`config.mk`:
```
export PLATFORM = sky130hd
export DESIGN_NAME = seg_scan_driver
export DESIGN_NICKNAME = d
export VERILOG_FILES = /design/src/rtl/seg_scan_driver.sv
export SDC_FILE = /design/constraint.sdc
export NUM_CORES = 1
export LEC_CHECK = 0
export BUFFER_PORTS_ARGS = -buffer_cell sky130_fd_sc_hd__buf_2
export CAP_MARGIN = 20
export CORE_MARGIN = 2
export CORE_UTILIZATION = 60
export DETAILED_ROUTE_END_ITERATION = 12
export PLACE_DENSITY_LB_ADDON = 0.08
export REMOVE_ABC_BUFFERS = 1
export SETUP_SLACK_MARGIN = 0.4
export SYNTH_ARGS = -nofsm -noshare
export SYNTH_HDL_FRONTEND = slang
export SYNTH_SLANG_ARGS = --single-unit
```
`constraint.sdc`:
```
create_clock -name clk -period 3.6 [get_ports clk]
set_input_delay 0.18 -clock clk [delete_from_list [all_inputs] [get_ports clk]]
set_output_delay 0.18 -clock clk [all_outputs]
set_load 0.01 [all_outputs]
```
`src/rtl/seg_scan_driver.sv`:
```
`default_nettype none
// ============================================================================
// Module   : seg_scan_driver
// Brief    : Time-multiplexed 4-digit common-anode 7-segment scan driver.
//            Optional macro SEG_LEADING_ZERO_BLANK_EN adds leading-zero blanking.
// Revision : 1.0 - initial release
// ============================================================================
module seg_scan_driver #(
    parameter int CLK_DIV = 50000
) (
    input  logic        clk,
    input  logic        rst,
    input  logic [15:0] digit_data,
    input  logic [3:0]  blank,
    input  logic [3:0]  dp,
    output logic [3:0]  an,
    output logic [6:0]  seg,
    output logic        dp_n,
    output logic        frame
);

    localparam int             CNT_W    = (CLK_DIV > 1) ? $clog2(CLK_DIV) : 1;
    localparam logic [CNT_W-1:0] CNT_LAST = CNT_W'(CLK_DIV - 1);

    logic [CNT_W-1:0] cnt;
    logic [1:0]       idx;
    logic [15:0]      snap_data;
    logic [3:0]       snap_blank;
    logic [3:0]       snap_dp;
    logic             tick;
    logic [3:0]       load_blank;
    logic [3:0]       cur_nibble;
    logic             cur_blank;
    logic [6:0]       cur_seg;

    assign tick = (cnt == CNT_LAST);

`ifdef SEG_LEADING_ZERO_BLANK_EN
    logic [3:0] lz_mask;
    assign lz_mask[3] = (digit_data[15:12] == 4'h0);
    assign lz_mask[2] = lz_mask[3] && (digit_data[11:8] == 4'h0);
    assign lz_mask[1] = lz_mask[2] && (digit_data[7:4] == 4'h0);
    assign lz_mask[0] = 1'b0;
    assign load_blank = blank | lz_mask;
`else
    assign load_blank = blank;
`endif

    // Prescaler, digit index and once-per-frame input snapshot
    always_ff @(posedge clk or posedge rst) begin
        if (rst) begin
            cnt        <= '0;
            idx        <= 2'd0;
            snap_data  <= 16'h0000;
            snap_blank <= 4'b1111;
            snap_dp    <= 4'b0000;
            frame      <= 1'b0;
        end else begin
            frame <= 1'b0;
            if (tick) begin
                cnt <= '0;
                idx <= idx + 2'd1;
                if (idx == 2'd3) begin
                    snap_data  <= digit_data;
                    snap_blank <= load_blank;
                    snap_dp    <= dp;
                    frame      <= 1'b1;
                end
            end else begin
                cnt <= cnt + CNT_W'(1);
            end
        end
    end

    assign cur_nibble = snap_data[{idx, 2'b00} +: 4];
    assign cur_blank  = snap_blank[idx];

    always_comb begin
        cur_seg = 7'b1111111;
        case (cur_nibble)
            4'h0: cur_seg = 7'b1000000;
            4'h1: cur_seg = 7'b1111001;
            4'h2: cur_seg = 7'b0100100;
            4'h3: cur_seg = 7'b0110000;
            4'h4: cur_seg = 7'b0011001;
            4'h5: cur_seg = 7'b0010010;
            4'h6: cur_seg = 7'b0000010;
            4'h7: cur_seg = 7'b1111000;
            4'h8: cur_seg = 7'b0000000;
            4'h9: cur_seg = 7'b0010000;
            4'hA: cur_seg = 7'b0001000;
            4'hB: cur_seg = 7'b0000011;
            4'hC: cur_seg = 7'b1000110;
            4'hD: cur_seg = 7'b0100001;
            4'hE: cur_seg = 7'b0000110;
            4'hF: cur_seg = 7'b0001110;
            default: cur_seg = 7'b1111111;
        endcase
    end

    // Registered output stage; lags idx by one cycle so pins never glitch
    always_ff @(posedge clk or posedge rst) begin
        if (rst) begin
            an   <= 4'b1111;
            seg  <= 7'b1111111;
            dp_n <= 1'b1;
        end else if (cur_blank) begin
            an   <= 4'b1111;
            seg  <= 7'b1111111;
            dp_n <= 1'b1;
        end else begin
            an   <= ~(4'b0001 << idx);
            seg  <= cur_seg;
            dp_n <= ~snap_dp[idx];
        end
    end

endmodule
`default_nettype wire

```
* Yosys cells after proc, flatten, opt, wreduce, memory -nomap -nowiden
Memories as Yosys holds them, arrays and structs flattened. Cells that the tools add are included.
Cells by class: $add $sub $neg 2, $lt $le $gt $ge 1, equality and inequality tests 2, shift-type cells 2, multiplexer cells 10, bitwise operators 2, reductions and logical operators 1
Operators with widths (count):
- adder 16 x 1 -> 16 bit (second input constant) | 1
- == test 16 bit (second input constant) | 1
- 2-to-1 mux 16 bit | 1
- variable part select 16 x 5 -> 4 bit | 1
- 2-to-1 mux 7 bit | 1
- 2-to-1 mux 1 bit | 5
- binary-select mux 1 bit (select 2 bit) | 2
- 2-to-1 mux 4 bit | 1
- inverter 4 bit | 1
- left shift 1 x 2 -> 4 bit (first input constant) | 1
- less-than comparator 2 x 3 -> 1 bit (second input constant) | 1
- adder 2 x 1 -> 2 bit (second input constant) | 1
- == test 2 bit (second input constant) | 1
- AND reduction 2 bit | 1
- inverter 1 bit | 1
Word-level totals: register bits 55, ROM bits 112, input bits 26, output and inout port bits 13, word-level logic and storage cells 30, memories kept 1
Memories:
- (no name shown) | depth 16, bits a word 7, rd ports 1, clocked after Yosys merged registers in 0, wr ports 0, RTL line 80 | case (cur_nibble)

* Logic depth before layout (Yosys ltp)
Gate-level depths: netlist of the first run.
word-level depth 4, mapped depth 8, mapped depth without buffers 7

* Worst setup path before layout of the first run
Ideal clock, no wire load.
kind flip-flop to flip-flop, from register cnt[4], to register snap_data[0], arrival 1.915 ns, required time 3.475 ns, path slack 1.560 ns, cell stages (with the launch flop) 6, cell sequence dfrtp_1 or4b_4 nor4_4 nand2_2 buf_6 mux2_4
On the way: longest elaborated chain between the ends 2
RTL lines:
- start, declared | RTL line 25 | logic [CNT_W-1:0] cnt;
- start signal, assigned | RTL line 70 | cnt <= cnt + CNT_W'(1);
- == test 16 bit | RTL line 36 | assign tick = (cnt == CNT_LAST);
- AND reduction 2 bit (no source line)
- end signal, assigned | RTL line 64 | snap_data <= digit_data;
- end, declared | RTL line 27 | logic [15:0] snap_data;
Every way passes these cells. A chain may end at the register's enable or synchronous reset.

* Final worst setup path of the first run
from register cnt[5], to register snap_data[8]
Same word-level chain as after synthesis.

==> reports/results.tsv, run 1 <==
stage	metric	value	unit
timing	setup TNS	0	ps
critical_path	Worst R2R Setup Slack	1070	ps
synth	post-synth top area share	36.3	%
critical_path	crit end category	flip-flop	
grt	grt ovf	0	
synth	cell count after synthesis	207	
clock_tree	Clock Sinks	55	
place	dpl hpwl	3150	µm
clock_tree	post-CTS setup buffers	0	
place	PortBufs	38	
floorplanning	Die X	70.9	µm
timing	RSZ-0062 raised after global routing	no	
min_path	hold depth	2	
critical_path	slowest CP cell	or4b_4	
synth	syn_area_per_cell	13.0	µm²
critical_path	R2R cell count	5	
floorplanning	Starting Density	62.2	%
synth	Seq cells post-synth	55	
min_path	Hold WC Path Type	input pin to flip-flop	
pwr	Clock power frac	30.6	%
synth	ys async rst share	100	%
timing	highest clock rate	0.396	GHz
critical_path	WS Path Type	flip-flop to flip-flop	
timing	min cycle time layout	2530	ps
finish	Multi-input gate area	1200	µm²
clock_tree	Clock Pin Slew Worst Setup and Hold Paths	100	ps
drt	post-route ant nets	0	
pwr	sw frac	23.2	%
synth	Post-synth top cells	39 x dfrtp_1, 20 x mux2_4, 16 x dfstp_2	
finish	final net count	285	
finish	Final Cell Area	3030	µm²
synth	dominant cell type by area after synthesis	dfrtp_1	
pwr	Reg power frac	60.6	%
critical_path	reg-to-reg startpoint	cnt[5]$_DFF_PP0_	
min_path	Hold EP	snap_dp[1]$_DFFE_PP0P_	
clock_tree	Longest Clk Path Bufs	2	
job	Max Cap Violations	0	
pwr	P_int	830	µW
clock_tree	root buf cell	clkbuf_8	
drt	Pre-Repair DR Iteration Count	5	
timing	Final setup violation count	0	
timing	Tcrit/Tclk final	70.2	%
finish	P&R area growth vs syn	12.6	%
synth	Synth Flop Type	dfrtp_1	
finish	share of layout cells above drive strength 1	41.8	%
floorplanning	Die Span Y	70.9	µm
place	placed cell area	2910	µm²
critical_path	Crit path largest cell delay	550	ps
synth	dominant cells by area after synthesis	dfrtp_1 36%, dfstp_2 16%, mux2_4 11%	
pwr	combinational group share of total power	8.7	%
floorplanning	core region area	4320	µm²
finish	ANT cells	0	
place	GP Congestion	0.809	
grt	initial antenna violation count	0	
critical_path	Req. time, crit path	3800	ps
pwr	worst vdd ir	0.257	mV
clock_tree	Worst-Skew Late Latency	310	ps
pwr	P per Cell Area	357	nW/µm²
run_status	status	finished clean	
synth	EDFF count, synth	0	
critical_path	FF-to-FF End	snap_data[8]$_DFFE_PP0P_	
timing	max_slew headroom	49.8	%
grt	vias in the first global route	1646	
timing	max-slew violations	0	
drt	vias	1638	
clock_tree	H-tree level count	2	
critical_path	CP Cell Sequence	or4b_4 > nor4_4 > buf_4 > nand2_2 > mux2_4	
critical_path	startpoint types	flip-flop	
drt	drt drc	0	
synth	Yosys warning count	0	
timing	Setup Skew	7.66	ps
floorplanning	DIE AREA	5030	µm²
drt	final wirelength	4440	µm
critical_path	Max FO, Critical Path	24	
synth	most common cell in the netlist	dfrtp_1	
floorplanning	std cell rows	24	
pwr	switching pwr	251	µW
floorplanning	# IOs	39	
synth	count of different cell masters after synthesis	36	
finish	Reg area	1400	µm²
grt	largest net degree at the start of global routing	56	
clock_tree	CTS Buf Count	5	
grt	GRT Total Usage	19.5	%
min_path	Hold Startpoint	dp[1]	
pwr	static leakage	1.44	nW
timing	Fin. Hold Viols	0	
drt	post-DR vias/cell	5.44	
clock_tree	CTS tree	built	
grt	first-pass GRT wire length	7720	µm
critical_path	CP Data Arrival Time	2720	ps
drt	WL/cell	14.8	µm
finish	# fillers	326	
synth	Seq/Total Area, Yosys	52.0	%
drt	drt initial violations	92	
synth	Mapped Area	2690	µm²
timing	Worst Tran Pin Value	750	ps
cell usage in the layout (no fill, tap or decap), types with 2 or more instances in the layout:
master,synthesis,layout
nand2_1,13,13
o21ai_0,4,4
nand4_1,5,5
and3_1,2,2
buf_2,1,38
o211ai_1,2,2
mux2_2,8,8
nor3_1,4,4
ha_1,11,11
mux2i_1,4,4
clkinv_2,0,3
nand3_1,8,8
mux2_4,20,20
inv_1,11,10
nand2b_1,2,2
xnor2_1,8,8
nor4_1,4,4
dfstp_2,16,16
dfrtp_1,39,39
clkbuf_8,0,5
a21oi_1,2,2
nor2_1,13,13
xor2_1,6,6
mux4_2,5,5
buf_4,0,2
timing repair:
item                                    CTS  global route
resized for setup                         0             0
hold buffers                              0             1
endpoints found under the hold margin     0             2
endpoints found under the setup margin    0             0
registers in the layout, summed over array words and instances, names as in the netlist:
register / cells
an: 4
snap_data: 16
snap_dp: 4
frame: 1
snap_blank: 4
seg: 7
cnt: 16
dp_n: 1
idx: 2
worst max path at each step:
stage | startpoint | to | slack [ps] | cells past startpoint
3_5_place_dp | cnt[5]$_DFF_PP0_ | snap_data[10]$_DFFE_PP0P_ | 1090 | 5
2_1_floorplan | cnt[4]$_DFF_PP0_ | snap_data[0]$_DFFE_PP0P_ | 1070 | 4
4_1_cts | cnt[5]$_DFF_PP0_ | snap_data[8]$_DFFE_PP0P_ | 1070 | 5
6_report | cnt[5]$_DFF_PP0_ | snap_data[8]$_DFFE_PP0P_ | 1070 | 5
5_1_grt | cnt[5]$_DFF_PP0_ | snap_data[3]$_DFFE_PP0P_ | 950 | 5
3_3_place_gp | cnt[5]$_DFF_PP0_ | snap_data[9]$_DFFE_PP0P_ | 1180 | 5
worst max-delay path, delay by kind of cell, from the launching register on:
family	cells	cell delay, ps
AND/OR/NAND/NOR	3	1280
multiplexers	1	460
flip-flops	1	430
buffers and inverters	1	230
per-stage QoR:
stage	hold slack [ps]	utilization, %	setup WS [ps]	cells	total power [mW]
3_3_place_gp	411	67.3	1180	291	0.754
6_report	91.4	70.0	1070	301	1.08
2_1_floorplan	328	-	1070	199	0.724
5_1_grt	77.2	70.0	955	301	1.13
3_5_place_dp	415	67.3	1090	291	0.759
4_1_cts	81.5	69.3	1070	299	1.09
area by class of cell:
class / instances / area share (%)
Timing Repair Buffer: 42 / 7.78
Sequential cell: 55 / 46.2
Clock inverter: 3 / 0.496
Tap cell: 52 / 2.15
Clock buffer: 5 / 2.27
Inverter: 11 / 1.36
Multi-Input combinational cell: 133 / 39.8
cell families after synthesis:
| kind of cell | Yosys count | synth area share [%] |
|---|---|---|
| multiplexers | 37 | 20.2 |
| AND/OR/NAND/NOR | 60 | 12.3 |
| flip-flops | 55 | 52.0 |
| AO/OA/AOI/OAI | 11 | 2.56 |
| adder cells (fa/ha/maj) | 11 | 5.12 |
| buffers and inverters | 19 | 3.26 |
| XOR/XNOR | 14 | 4.56 |
power groups by stage:
stage | combinational [mW] | sequential, mW | clock, mW
after detailed placement | 0.0928 | 0.667 | 0
after floorplan | 0.0560 | 0.668 | 0
final | 0.0942 | 0.655 | 0.331
after CTS | 0.0932 | 0.655 | 0.342
after global routing | 0.106 | 0.658 | 0.364
after global placement | 0.0892 | 0.665 | 0
metal layers:
metal / part of all wire [%] / vias to the layer above / track usage (%)
met5: 0 / - / 0
li1: - / 798 / -
met2: 49 / 53 / 31.9
met4: 1.2 / 0 / 5.87
met1: 46 / 776 / 25.7
met3: 4.5 / 11 / 5.41
No activity file was read; power rests on OpenSTA's default activity.
==> run 2: changes to the inputs <==
--- a/config.mk
+++ b/config.mk
@@ -8,7 +8,7 @@
 export BUFFER_PORTS_ARGS = -buffer_cell sky130_fd_sc_hd__buf_2
 export CAP_MARGIN = 20
 export CORE_MARGIN = 2
-export CORE_UTILIZATION = 60
+export CORE_UTILIZATION = 51
 export DETAILED_ROUTE_END_ITERATION = 12
 export PLACE_DENSITY_LB_ADDON = 0.08
 export REMOVE_ABC_BUFFERS = 1
==> constraint.sdc (replaced) <==
create_clock -name clk -period 2.1 [get_ports clk]
set_input_delay 0.105 -clock clk [delete_from_list [all_inputs] [get_ports clk]]
set_output_delay 0.105 -clock clk [all_outputs]
set_load 0.01 [all_outputs]
==> reports/results.tsv, run 2 (synthesis gave the netlist of run 1 again) <==
stage	metric	value	unit	change
grt	initial antenna violation count	0		unchanged
critical_path	slowest CP cell	or4b_4		
clock_tree	H-tree level count	2		unchanged
critical_path	CP Buf/Inv Count	1		unchanged
finish	most common cell after layout, fill and taps aside	dfrtp_1		
timing	Tcrit/Tclk final	89.5	%	+19 points
timing	min cycle time layout	1880	ps	-646 ps
drt	post-route ant nets	0		unchanged
critical_path	WP depth	5		unchanged
floorplanning	# IOs	39		unchanged
clock_tree	Worst-Skew Late Latency	310	ps	about the same
finish	commonest non-fill, non-tap cells in the layout	39 x dfrtp_1, 38 x buf_2, 20 x mux2_4		
finish	share of layout cells above drive strength 1	52.0	%	+10 points
timing	Final setup violation count	0		unchanged
run_status	status	finished clean		
finish	final net count	305		+7.0%
critical_path	R2R cell count	5		unchanged
critical_path	startpoint types	flip-flop		
critical_path	Top delay family on crit path	simple AND/OR/NAND/NOR gates		
grt	largest net degree at the start of global routing	31		-45%
floorplanning	DIE AREA	5870	µm²	+17%
job	Max Cap Violations	0		unchanged
finish	P&R area growth vs syn	25.3	%	
floorplanning	std cell rows	26		+8.3%
clock_tree	root buf cell	clkbuf_8		
grt	first-pass GRT wire length	8380	µm	+8.6%
timing	highest clock rate	0.532	GHz	+34%
critical_path	WS Path Type	flip-flop to flip-flop		
drt	Pre-Repair DR Iteration Count	4		-1
min_path	Hold WC Path Type	input pin to flip-flop		
critical_path	Max FO, Critical Path	24		unchanged
floorplanning	Die X	76.6	µm	+8.0%
critical_path	Req. time, crit path	2300	ps	-1500 ps
critical_path	Crit path largest cell delay	560	ps	about the same
critical_path	crit end category	flip-flop		
timing	Fin. Hold Viols	0		unchanged
finish	ANT cells	0		unchanged
clock_tree	CTS tree	built		
clock_tree	Longest Clk Path Bufs	2		unchanged
drt	post-DR vias/cell	5.20		-4.4%
critical_path	CP Data Arrival Time	2080	ps	-640 ps
timing	RSZ-0062 raised after global routing	yes		
finish	# fillers	416		+28%
critical_path	CP Cell Sequence	or4b_4 > nor4_4 > nand2_2 > buf_12 > mux2_4		
finish	biggest regs	cnt x16, snap_data x16, seg x7		
floorplanning	Die Span Y	76.6	µm	+8.0%
place	GP Congestion	0.813		+0.51%
drt	vias	1764		+7.7%
timing	max-slew violations	0		unchanged
floorplanning	Starting Density	52.6	%	-9.5 points
min_path	hold depth	2		unchanged
clock_tree	Clock Sinks	55		unchanged
place	dpl hpwl	3280	µm	+3.9%
finish	Multi-input gate area	1300	µm²	+8.2%
pwr	Power Total	2.01	mW	+86%
grt	GRT Total Usage	18.5	%	-1.0 points
finish	Reg area	1400	µm²	unchanged
floorplanning	core region area	5110	µm²	+18%
place	PortBufs	38		unchanged
clock_tree	Clock Pin Slew Worst Setup and Hold Paths	100	ps	about the same
grt	vias in the first global route	1702		+3.4%
drt	WL/cell	14.7	µm	-0.34%
timing	Worst Tran Pin Value	566	ps	-184 ps
pwr	P per Cell Area	596	nW/µm²	+67%
timing	max_slew headroom	62.2	%	+12 points
timing	Setup Skew	9.45	ps	+1.79 ps
drt	final wirelength	4990	µm	+12%
finish	Final Util	65.9	%	-4.0 points
drt	drt drc	0		unchanged
clock_tree	CTS Buf Count	5		unchanged
pwr	static leakage	1.58	nW	+10%
pwr	worst vdd ir	0.450	mV	+75%
drt	drt initial violations	79		-14%
grt	grt ovf	0		unchanged
## run 2: cell count changes in the layout (fill, tap and decap cells not counted), moves of 3 or more
cell and delta:
buf_4 +13, nor2_1 -5, nor2_2 +5, buf_6 +3, ha_1 -3
## run 2: worst reg2reg max path: cells and delay by family, from the launching register on
kind,cells,cell delay [ps]
flip-flops,1,410
buffers and inverters,1,180
AND/OR/NAND/NOR,3,860
multiplexers,1,320
## run 2: where the power goes
group,leakage [nW],switching (mW),internal (mW)
Sequential,0.653,0.0177,1.11
Clock,0.0581,0.341,0.355
Combinational,0.873,0.0854,0.102
## run 2: area by class of cell
class,instances,area share [%]
flip-flops and latches,55,41.5
repair buffers,61,12.7
clock inverters,3,1.30
well taps,70,2.60
multi-input cells,134,38.7
clock buffers,5,2.04
inverters,11,1.23
## run 2: path summary, 6_finish.rpt
check	from	to	slack, ps
worst min register to register	cnt[0]$_DFF_PP0_	cnt[0]$_DFF_PP0_	500
max in group asynchronous	rst	snap_blank[3]$_DFFE_PP1P_	1090
min in group asynchronous	rst	cnt[7]$_DFF_PP0_	390
worst max register to register	cnt[4]$_DFF_PP0_	snap_data[3]$_DFFE_PP0P_	220
worst min-delay path	dp[3]	snap_dp[3]$_DFFE_PP0P_	20
worst max-delay path	cnt[4]$_DFF_PP0_	snap_data[3]$_DFFE_PP0P_	220
## run 2: what timing repair did
action / 4_1_cts / 5_1_grt
endpoints found under the hold margin: 15 / 0
hold buffers: 1 / 0
pin swaps: 7 / 1
buffers inserted: 10 / 0
endpoints found under the setup margin: 42 / 42
gates resized for setup: 19 / 9
cloned: 1 / 1
## run 2: layer usage
layer	up-vias	track usage, %	share of wire [%]
li1	849	-	-
met1	857	25.9	47
met2	51	28.1	46
met3	7	3.67	5.4
met4	0	8.00	1.5
met5	-	0	0
## run 2: stage by stage
step | setup slack [ps] | hold WS [ps] | cell area, µm² | setup TNS, ps | cells
after detailed placement | 110 | 204 | 3030 | 0 | 318
after floorplan | -432 | 253 | 2640 | -10140 | 199
final | 220 | 16.7 | 3370 | 0 | 339
after CTS | 226 | 5.17 | 3320 | 0 | 338
after global routing | 155 | 2.86 | 3370 | 0 | 339
after global placement | 145 | 190 | 3030 | 0 | 318
